## src/rtl/mem_arbiter_if.sv

```systemverilog
// Bundle of the two requester ports, the response signals and the memory
// side of the two-port memory arbiter.
interface mem_arbiter_if;
    logic        req0;
    logic        req1;
    logic        we0;
    logic        we1;
    logic [15:0] addr0;
    logic [15:0] addr1;
    logic [15:0] wdata0;
    logic [15:0] wdata1;
    logic        ack0;
    logic        ack1;
    logic        err0;
    logic        err1;
    logic [15:0] rdata;
    logic        busy;
    logic        mem_write_enable;
    logic        mem_read_enable;
    logic [15:0] mem_addr;
    logic [15:0] mem_data_in;
    logic [15:0] mem_data_out;

    // Arbiter view
    modport slave (
        input  req0, req1, we0, we1, addr0, addr1, wdata0, wdata1, mem_data_out,
        output ack0, ack1, err0, err1, rdata, busy,
               mem_write_enable, mem_read_enable, mem_addr, mem_data_in
    );

    // Requester view
    modport master (
        output req0, req1, we0, we1, addr0, addr1, wdata0, wdata1,
        input  ack0, ack1, err0, err1, rdata, busy
    );

    // Memory view
    modport memory (
        input  mem_write_enable, mem_read_enable, mem_addr, mem_data_in,
        output mem_data_out
    );
endinterface

```

## src/rtl/mem_arbiter.sv

```systemverilog
// Two-port round-robin memory arbiter. One transaction in flight at a time:
// IDLE latches a winner, ACCESS strobes the memory for one cycle, CAPTURE
// registers read data, RESP pulses the winner's ack. A word at 16'hFFFF would
// straddle the top of memory and is rejected without touching the memory.
module mem_arbiter (
    input  logic         clk,
    input  logic         reset,
    mem_arbiter_if.slave bus
);

    typedef enum logic [1:0] {
        IDLE    = 2'd0,
        ACCESS  = 2'd1,
        CAPTURE = 2'd2,
        RESP    = 2'd3
    } state_t;

    state_t      state_q;
    logic        last_q;      // port granted most recently
    logic        port_q;      // port owning the current transaction
    logic        we_q;
    logic        reject_q;
    logic        ack0_q;
    logic        ack1_q;
    logic        err0_q;
    logic        err1_q;
    logic        busy_q;
    logic        wr_en_q;
    logic        rd_en_q;
    logic [15:0] mem_addr_q;
    logic [15:0] mem_data_q;
    logic [15:0] rdata_q;

    logic        req_any_s;
    logic        grant_s;
    logic        sel_we_s;
    logic [15:0] sel_addr_s;
    logic [15:0] sel_wdata_s;

    // Round-robin winner and a mux of the winner's request fields
    always_comb begin
        req_any_s = bus.req0 | bus.req1;
        if (bus.req0 && bus.req1) begin
            grant_s = ~last_q;
        end else if (bus.req1) begin
            grant_s = 1'b1;
        end else begin
            grant_s = 1'b0;
        end
        if (grant_s) begin
            sel_we_s    = bus.we1;
            sel_addr_s  = bus.addr1;
            sel_wdata_s = bus.wdata1;
        end else begin
            sel_we_s    = bus.we0;
            sel_addr_s  = bus.addr0;
            sel_wdata_s = bus.wdata0;
        end
    end

    // Transaction FSM with all outputs registered; pulses default low each cycle
    always_ff @(posedge clk or negedge reset) begin
        if (!reset) begin
            state_q    <= IDLE;
            last_q     <= 1'b1;
            port_q     <= 1'b0;
            we_q       <= 1'b0;
            reject_q   <= 1'b0;
            ack0_q     <= 1'b0;
            ack1_q     <= 1'b0;
            err0_q     <= 1'b0;
            err1_q     <= 1'b0;
            busy_q     <= 1'b0;
            wr_en_q    <= 1'b0;
            rd_en_q    <= 1'b0;
            mem_addr_q <= 16'h0000;
            mem_data_q <= 16'h0000;
            rdata_q    <= 16'h0000;
        end else begin
            ack0_q  <= 1'b0;
            ack1_q  <= 1'b0;
            err0_q  <= 1'b0;
            err1_q  <= 1'b0;
            wr_en_q <= 1'b0;
            rd_en_q <= 1'b0;
            case (state_q)
                IDLE: begin
                    if (req_any_s) begin
                        port_q     <= grant_s;
                        last_q     <= grant_s;
                        we_q       <= sel_we_s;
                        mem_addr_q <= sel_addr_s;
                        mem_data_q <= sel_wdata_s;
                        if (sel_addr_s == 16'hFFFF) begin
                            reject_q <= 1'b1;
                        end else begin
                            reject_q <= 1'b0;
                            wr_en_q  <= sel_we_s;
                            rd_en_q  <= ~sel_we_s;
                        end
                        busy_q  <= 1'b1;
                        state_q <= ACCESS;
                    end else begin
                        busy_q  <= 1'b0;
                        state_q <= IDLE;
                    end
                end
                ACCESS: begin
                    busy_q <= 1'b1;
                    if (reject_q || we_q) begin
                        ack0_q  <= ~port_q;
                        ack1_q  <= port_q;
                        err0_q  <= reject_q & ~port_q;
                        err1_q  <= reject_q & port_q;
                        state_q <= RESP;
                    end else begin
                        state_q <= CAPTURE;
                    end
                end
                CAPTURE: begin
                    busy_q  <= 1'b1;
                    rdata_q <= bus.mem_data_out;
                    ack0_q  <= ~port_q;
                    ack1_q  <= port_q;
                    state_q <= RESP;
                end
                RESP: begin
                    busy_q  <= 1'b0;
                    state_q <= IDLE;
                end
                default: begin
                    busy_q  <= 1'b0;
                    state_q <= IDLE;
                end
            endcase
        end
    end

    assign bus.ack0             = ack0_q;
    assign bus.ack1             = ack1_q;
    assign bus.err0             = err0_q;
    assign bus.err1             = err1_q;
    assign bus.busy             = busy_q;
    assign bus.rdata            = rdata_q;
    assign bus.mem_write_enable = wr_en_q;
    assign bus.mem_read_enable  = rd_en_q;
    assign bus.mem_addr         = mem_addr_q;
    assign bus.mem_data_in      = mem_data_q;

endmodule

```

## src/flat_wrapper.sv

```systemverilog
// flat-port wrapper written by rule: the top's interface ports become plain ports
module mem_arbiter_flat 
  (clk, reset, bus_req0, bus_req1, bus_we0, bus_we1, bus_addr0, bus_addr1, bus_wdata0, bus_wdata1, bus_mem_data_out, bus_ack0, bus_ack1, bus_err0, bus_err1, bus_rdata, bus_busy, bus_mem_write_enable, bus_mem_read_enable, bus_mem_addr, bus_mem_data_in);
  mem_arbiter_if bus_i ();
  input  logic clk;
  input  logic reset;
  input wire logic [$bits(bus_i.req0)-1:0] bus_req0;
  input wire logic [$bits(bus_i.req1)-1:0] bus_req1;
  input wire logic [$bits(bus_i.we0)-1:0] bus_we0;
  input wire logic [$bits(bus_i.we1)-1:0] bus_we1;
  input wire logic [$bits(bus_i.addr0)-1:0] bus_addr0;
  input wire logic [$bits(bus_i.addr1)-1:0] bus_addr1;
  input wire logic [$bits(bus_i.wdata0)-1:0] bus_wdata0;
  input wire logic [$bits(bus_i.wdata1)-1:0] bus_wdata1;
  input wire logic [$bits(bus_i.mem_data_out)-1:0] bus_mem_data_out;
  output wire logic [$bits(bus_i.ack0)-1:0] bus_ack0;
  output wire logic [$bits(bus_i.ack1)-1:0] bus_ack1;
  output wire logic [$bits(bus_i.err0)-1:0] bus_err0;
  output wire logic [$bits(bus_i.err1)-1:0] bus_err1;
  output wire logic [$bits(bus_i.rdata)-1:0] bus_rdata;
  output wire logic [$bits(bus_i.busy)-1:0] bus_busy;
  output wire logic [$bits(bus_i.mem_write_enable)-1:0] bus_mem_write_enable;
  output wire logic [$bits(bus_i.mem_read_enable)-1:0] bus_mem_read_enable;
  output wire logic [$bits(bus_i.mem_addr)-1:0] bus_mem_addr;
  output wire logic [$bits(bus_i.mem_data_in)-1:0] bus_mem_data_in;
  assign bus_i.req0 = bus_req0;
  assign bus_i.req1 = bus_req1;
  assign bus_i.we0 = bus_we0;
  assign bus_i.we1 = bus_we1;
  assign bus_i.addr0 = bus_addr0;
  assign bus_i.addr1 = bus_addr1;
  assign bus_i.wdata0 = bus_wdata0;
  assign bus_i.wdata1 = bus_wdata1;
  assign bus_i.mem_data_out = bus_mem_data_out;
  assign bus_ack0 = bus_i.ack0;
  assign bus_ack1 = bus_i.ack1;
  assign bus_err0 = bus_i.err0;
  assign bus_err1 = bus_i.err1;
  assign bus_rdata = bus_i.rdata;
  assign bus_busy = bus_i.busy;
  assign bus_mem_write_enable = bus_i.mem_write_enable;
  assign bus_mem_read_enable = bus_i.mem_read_enable;
  assign bus_mem_addr = bus_i.mem_addr;
  assign bus_mem_data_in = bus_i.mem_data_in;
  mem_arbiter u_core (.clk(clk), .reset(reset), .bus(bus_i));
endmodule
```

## config.mk

```make
export PLATFORM = sky130hd
export DESIGN_NAME = mem_arbiter_flat
export DESIGN_NICKNAME = d
export VERILOG_FILES = /design/src/rtl/mem_arbiter_if.sv /design/src/rtl/mem_arbiter.sv /design/src/flat_wrapper.sv
export SDC_FILE = /design/constraint.sdc
export NUM_CORES = 1
export LEC_CHECK = 0
export BUFFER_PORTS_ARGS = -buffer_cell sky130_fd_sc_hd__buf_2
export CORE_ASPECT_RATIO = 1.4
export CORE_MARGIN = 8
export CORE_UTILIZATION = 35
export CTS_CLUSTER_DIAMETER = 40
export DETAILED_ROUTE_END_ITERATION = 7
export PLACE_DENSITY = 0.68
export SYNTH_ARGS = -nofsm -noshare
export SYNTH_HDL_FRONTEND = slang
export SYNTH_SLANG_ARGS = --single-unit
```

## constraint.sdc

```tcl
create_clock -name clk -period 2.62 [get_ports clk]
set_input_delay 0.524 -clock clk [delete_from_list [all_inputs] [get_ports clk]]
set_output_delay 0.524 -clock clk [all_outputs]
set_load 0.05 [all_outputs]
```

==> metrics.cfg <==
[yosys]
post-synth-top-count-cell = dfrtp_1
ys_types = 26
syn_nets = 323
yosysTopAreaCell = dfrtp_1
ys.warnings.count = 0
seq_area_frac_synth_pct = 56.71
synthTopCellsByArea = dfrtp_1 56%, mux2i_1 12%, mux2_2 6.7%, o21ai_1 5.6%, nand2_1 5.4%
synthArstFlopShare_pct = 100.0
avgSynthCellArea_um2 = 11.51
synth_seq_cells = 61
netlist_instances = 234
syn-cell-area_um2 = 2694
synth_top_area_share_pct = 55.74
synthFlopType = dfrtp_1
synth_common_cells = 60 x dfrtp_1, 39 x nand2_1, 33 x mux2i_1
synth_enable_flop_cells = 0

[global_routing]
grt_max_degree = 69
grt_pass1_vias = 2424
grt_overflow_total = 0
grt_antenna_before_repair = 0
grt_pass1_wl_um = 11540
grt_use_total_pct = 13.30

[placement]
numPortBuffers = 140
pre_cts_slack_ns = 0.7162
gp_congestion = 0.7494
dp_hpwl_um = 5656

[floorplan]
num_rows = 38
pin_count = 141
die_area_um2 = 10800
core_um2 = 7607
die_y_um = 119.8
die_w_um = 90.15
start_util_pct = 35.41

[route]
routed_via_density = 4.660
drc = 0
drtIter0Drc = 42
via_count = 2232
first_pass_iters = 4
antenna_left = 0
wl_um = 7098
wl_per_cell_um = 14.82

[timing]
period_minus_slack_ns = 1.616
rsz0062_at_grt = false
setup-violations-final = 0
slew_violations = 0
min_period_over_period_pct = 61.67
slew_headroom_pct = 52.51
tightest_slew_ns = 0.7123
hold_viol_final = 0
setup_tns_ns = 0
skew_ns = 0.009876
setup_ws_ns = 1.004
clock.fmax_mhz = 618.9

[clock_network]
postCtsHoldBufs = 0
postCtsResizedCells = 0
tritoncts = yes
cts_root_buffer = clkbuf_8
ctsHtreeMaxLevel = 3
clk_latency_ns = 0.33
cts_buffers = 9
cts_buffer_depth = 2
path_clk_slew_ns = 0.07
cts_setup_buffers = 0
cts_sinks = 61

[power]
vdd_drop_max_uv = 644.4
p_per_area_nw_per_um2 = 1447
p_leak_nw = 1.922

[outcome]
status = finished, final reports clean

[setup_path]
crit_fanout = 17
reg2reg_slack_ns = 1.00
crit_type = reg -> reg
cp.required_ns = 2.83
critPathCaptureType = register
cp-start-kind = register
cp.arrival_ns = 1.83
rr_startpoint = u_core.state_q[0]
startpoint = u_core.state_q[0]

[hold_path]
hp-class = in -> async

[job]
max-cap-violations = 0

[final_layout]
nets = 463
drive_above_1_share_pct = 47.23
antenna_cells = 0
area_growth_pct = 37.99

## through the flow
step                      instances  power [mW]  utilization (%)  cell area (um^2)  hold slack [ns]
after floorplan                 234       3.801                -              2694           0.2284
after global placement          463       4.469            45.92              3493           0.4634
after detailed placement        463       4.528            45.92              3493           0.4701
after CTS                       479       5.467            48.87              3717           0.2106
after global routing            479       5.710            48.87              3717           0.2266
final                           479       5.379            48.87              3717           0.2001
## cell usage in the layout, fill, tap and decap left out, types with 3 or more instances in the layout
cell      instances
nand2_1          39
o21ai_0           8
mux2_2           16
buf_2           140
dfrtp_1          60
o21ai_1          30
inv_1             5
ha_1              3
nand4_1           8
mux2i_1          33
clkbuf_8         10
buf_12            3
## cells by family (layout without fill, tap and decap cells)
group	Yosys count	after routing	synth area share (%)
flip-flops	61	61	56.71
AO/OA/AOI/OAI	45	45	8.964
buffers and inverters	19	164	4.598
multiplexers	49	49	18.95
adder cells (fa/ha/maj)	3	3	1.394
AND/OR/NAND/NOR	57	57	9.382
## final cells by class
type | count | area [um^2]
well taps | 100 | 125.1
multi-input cells | 154 | 1061
inverters | 5 | 18.77
repair buffers | 143 | 760.7
flip-flops and latches | 61 | 1528
fillers | 735 | 3890
clock buffers | 10 | 137.6
clock inverters | 6 | 86.33
## report_power, final
part / switching, mW / internal (mW) / total, mW
clock network: 0.365 / 0.559 / 0.924
registers: 0.207 / 1.38 / 1.59
logic: 2.10 / 0.761 / 2.87
total: 2.68 / 2.70 / 5.38
## sequential cells by signal (all words and copies together) (netlist names)
name and cells:
u_core.bus.ack0 1, u_core.bus.ack1 1, u_core.bus.busy 1, u_core.bus.err0 1
u_core.bus.err1 1, u_core.bus.mem_addr 16, u_core.bus.mem_data_in 16, u_core.bus.mem_read_enable 1
u_core.bus.mem_write_enable 1, u_core.bus.rdata 16, u_core.last_q 1, u_core.port_q 1
u_core.reject_q 1, u_core.state_q 2, u_core.we_q 1
## routing by layer
| layer | routed length [um] | part of all wire (%) | up-vias | global-route usage (%) |
|---|---|---|---|---|
| li1 | - | - | 1092 | - |
| met1 | 2948 | 42 | 1036 | 14.14 |
| met2 | 3398 | 48 | 95 | 22.30 |
| met3 | 644 | 9.1 | 9 | 5.938 |
| met4 | 106 | 1.5 | 0 | 5.956 |
| met5 | 0 | 0 | - | 0 |
## worst paths after layout
check / endpoint / cells past startpoint
min in group clk: u_core.bus.rdata[4] / 2
max in group asynchronous: u_core.last_q / 2
worst min register to register: u_core.bus.mem_data_in[11] / 2
worst min-delay path: u_core.bus.mem_data_in[14] / 1
worst max register to register: u_core.bus.rdata[2] / 3
worst max-delay path: u_core.bus.rdata[2] / 3
## critical path: stages (launching register included)
cell and delay (ns):
dfrtp_1 0.38, inv_1 0.08, ha_1 0.62, mux2_2 0.42
Note: power is estimated with default switching activity, not from simulation.
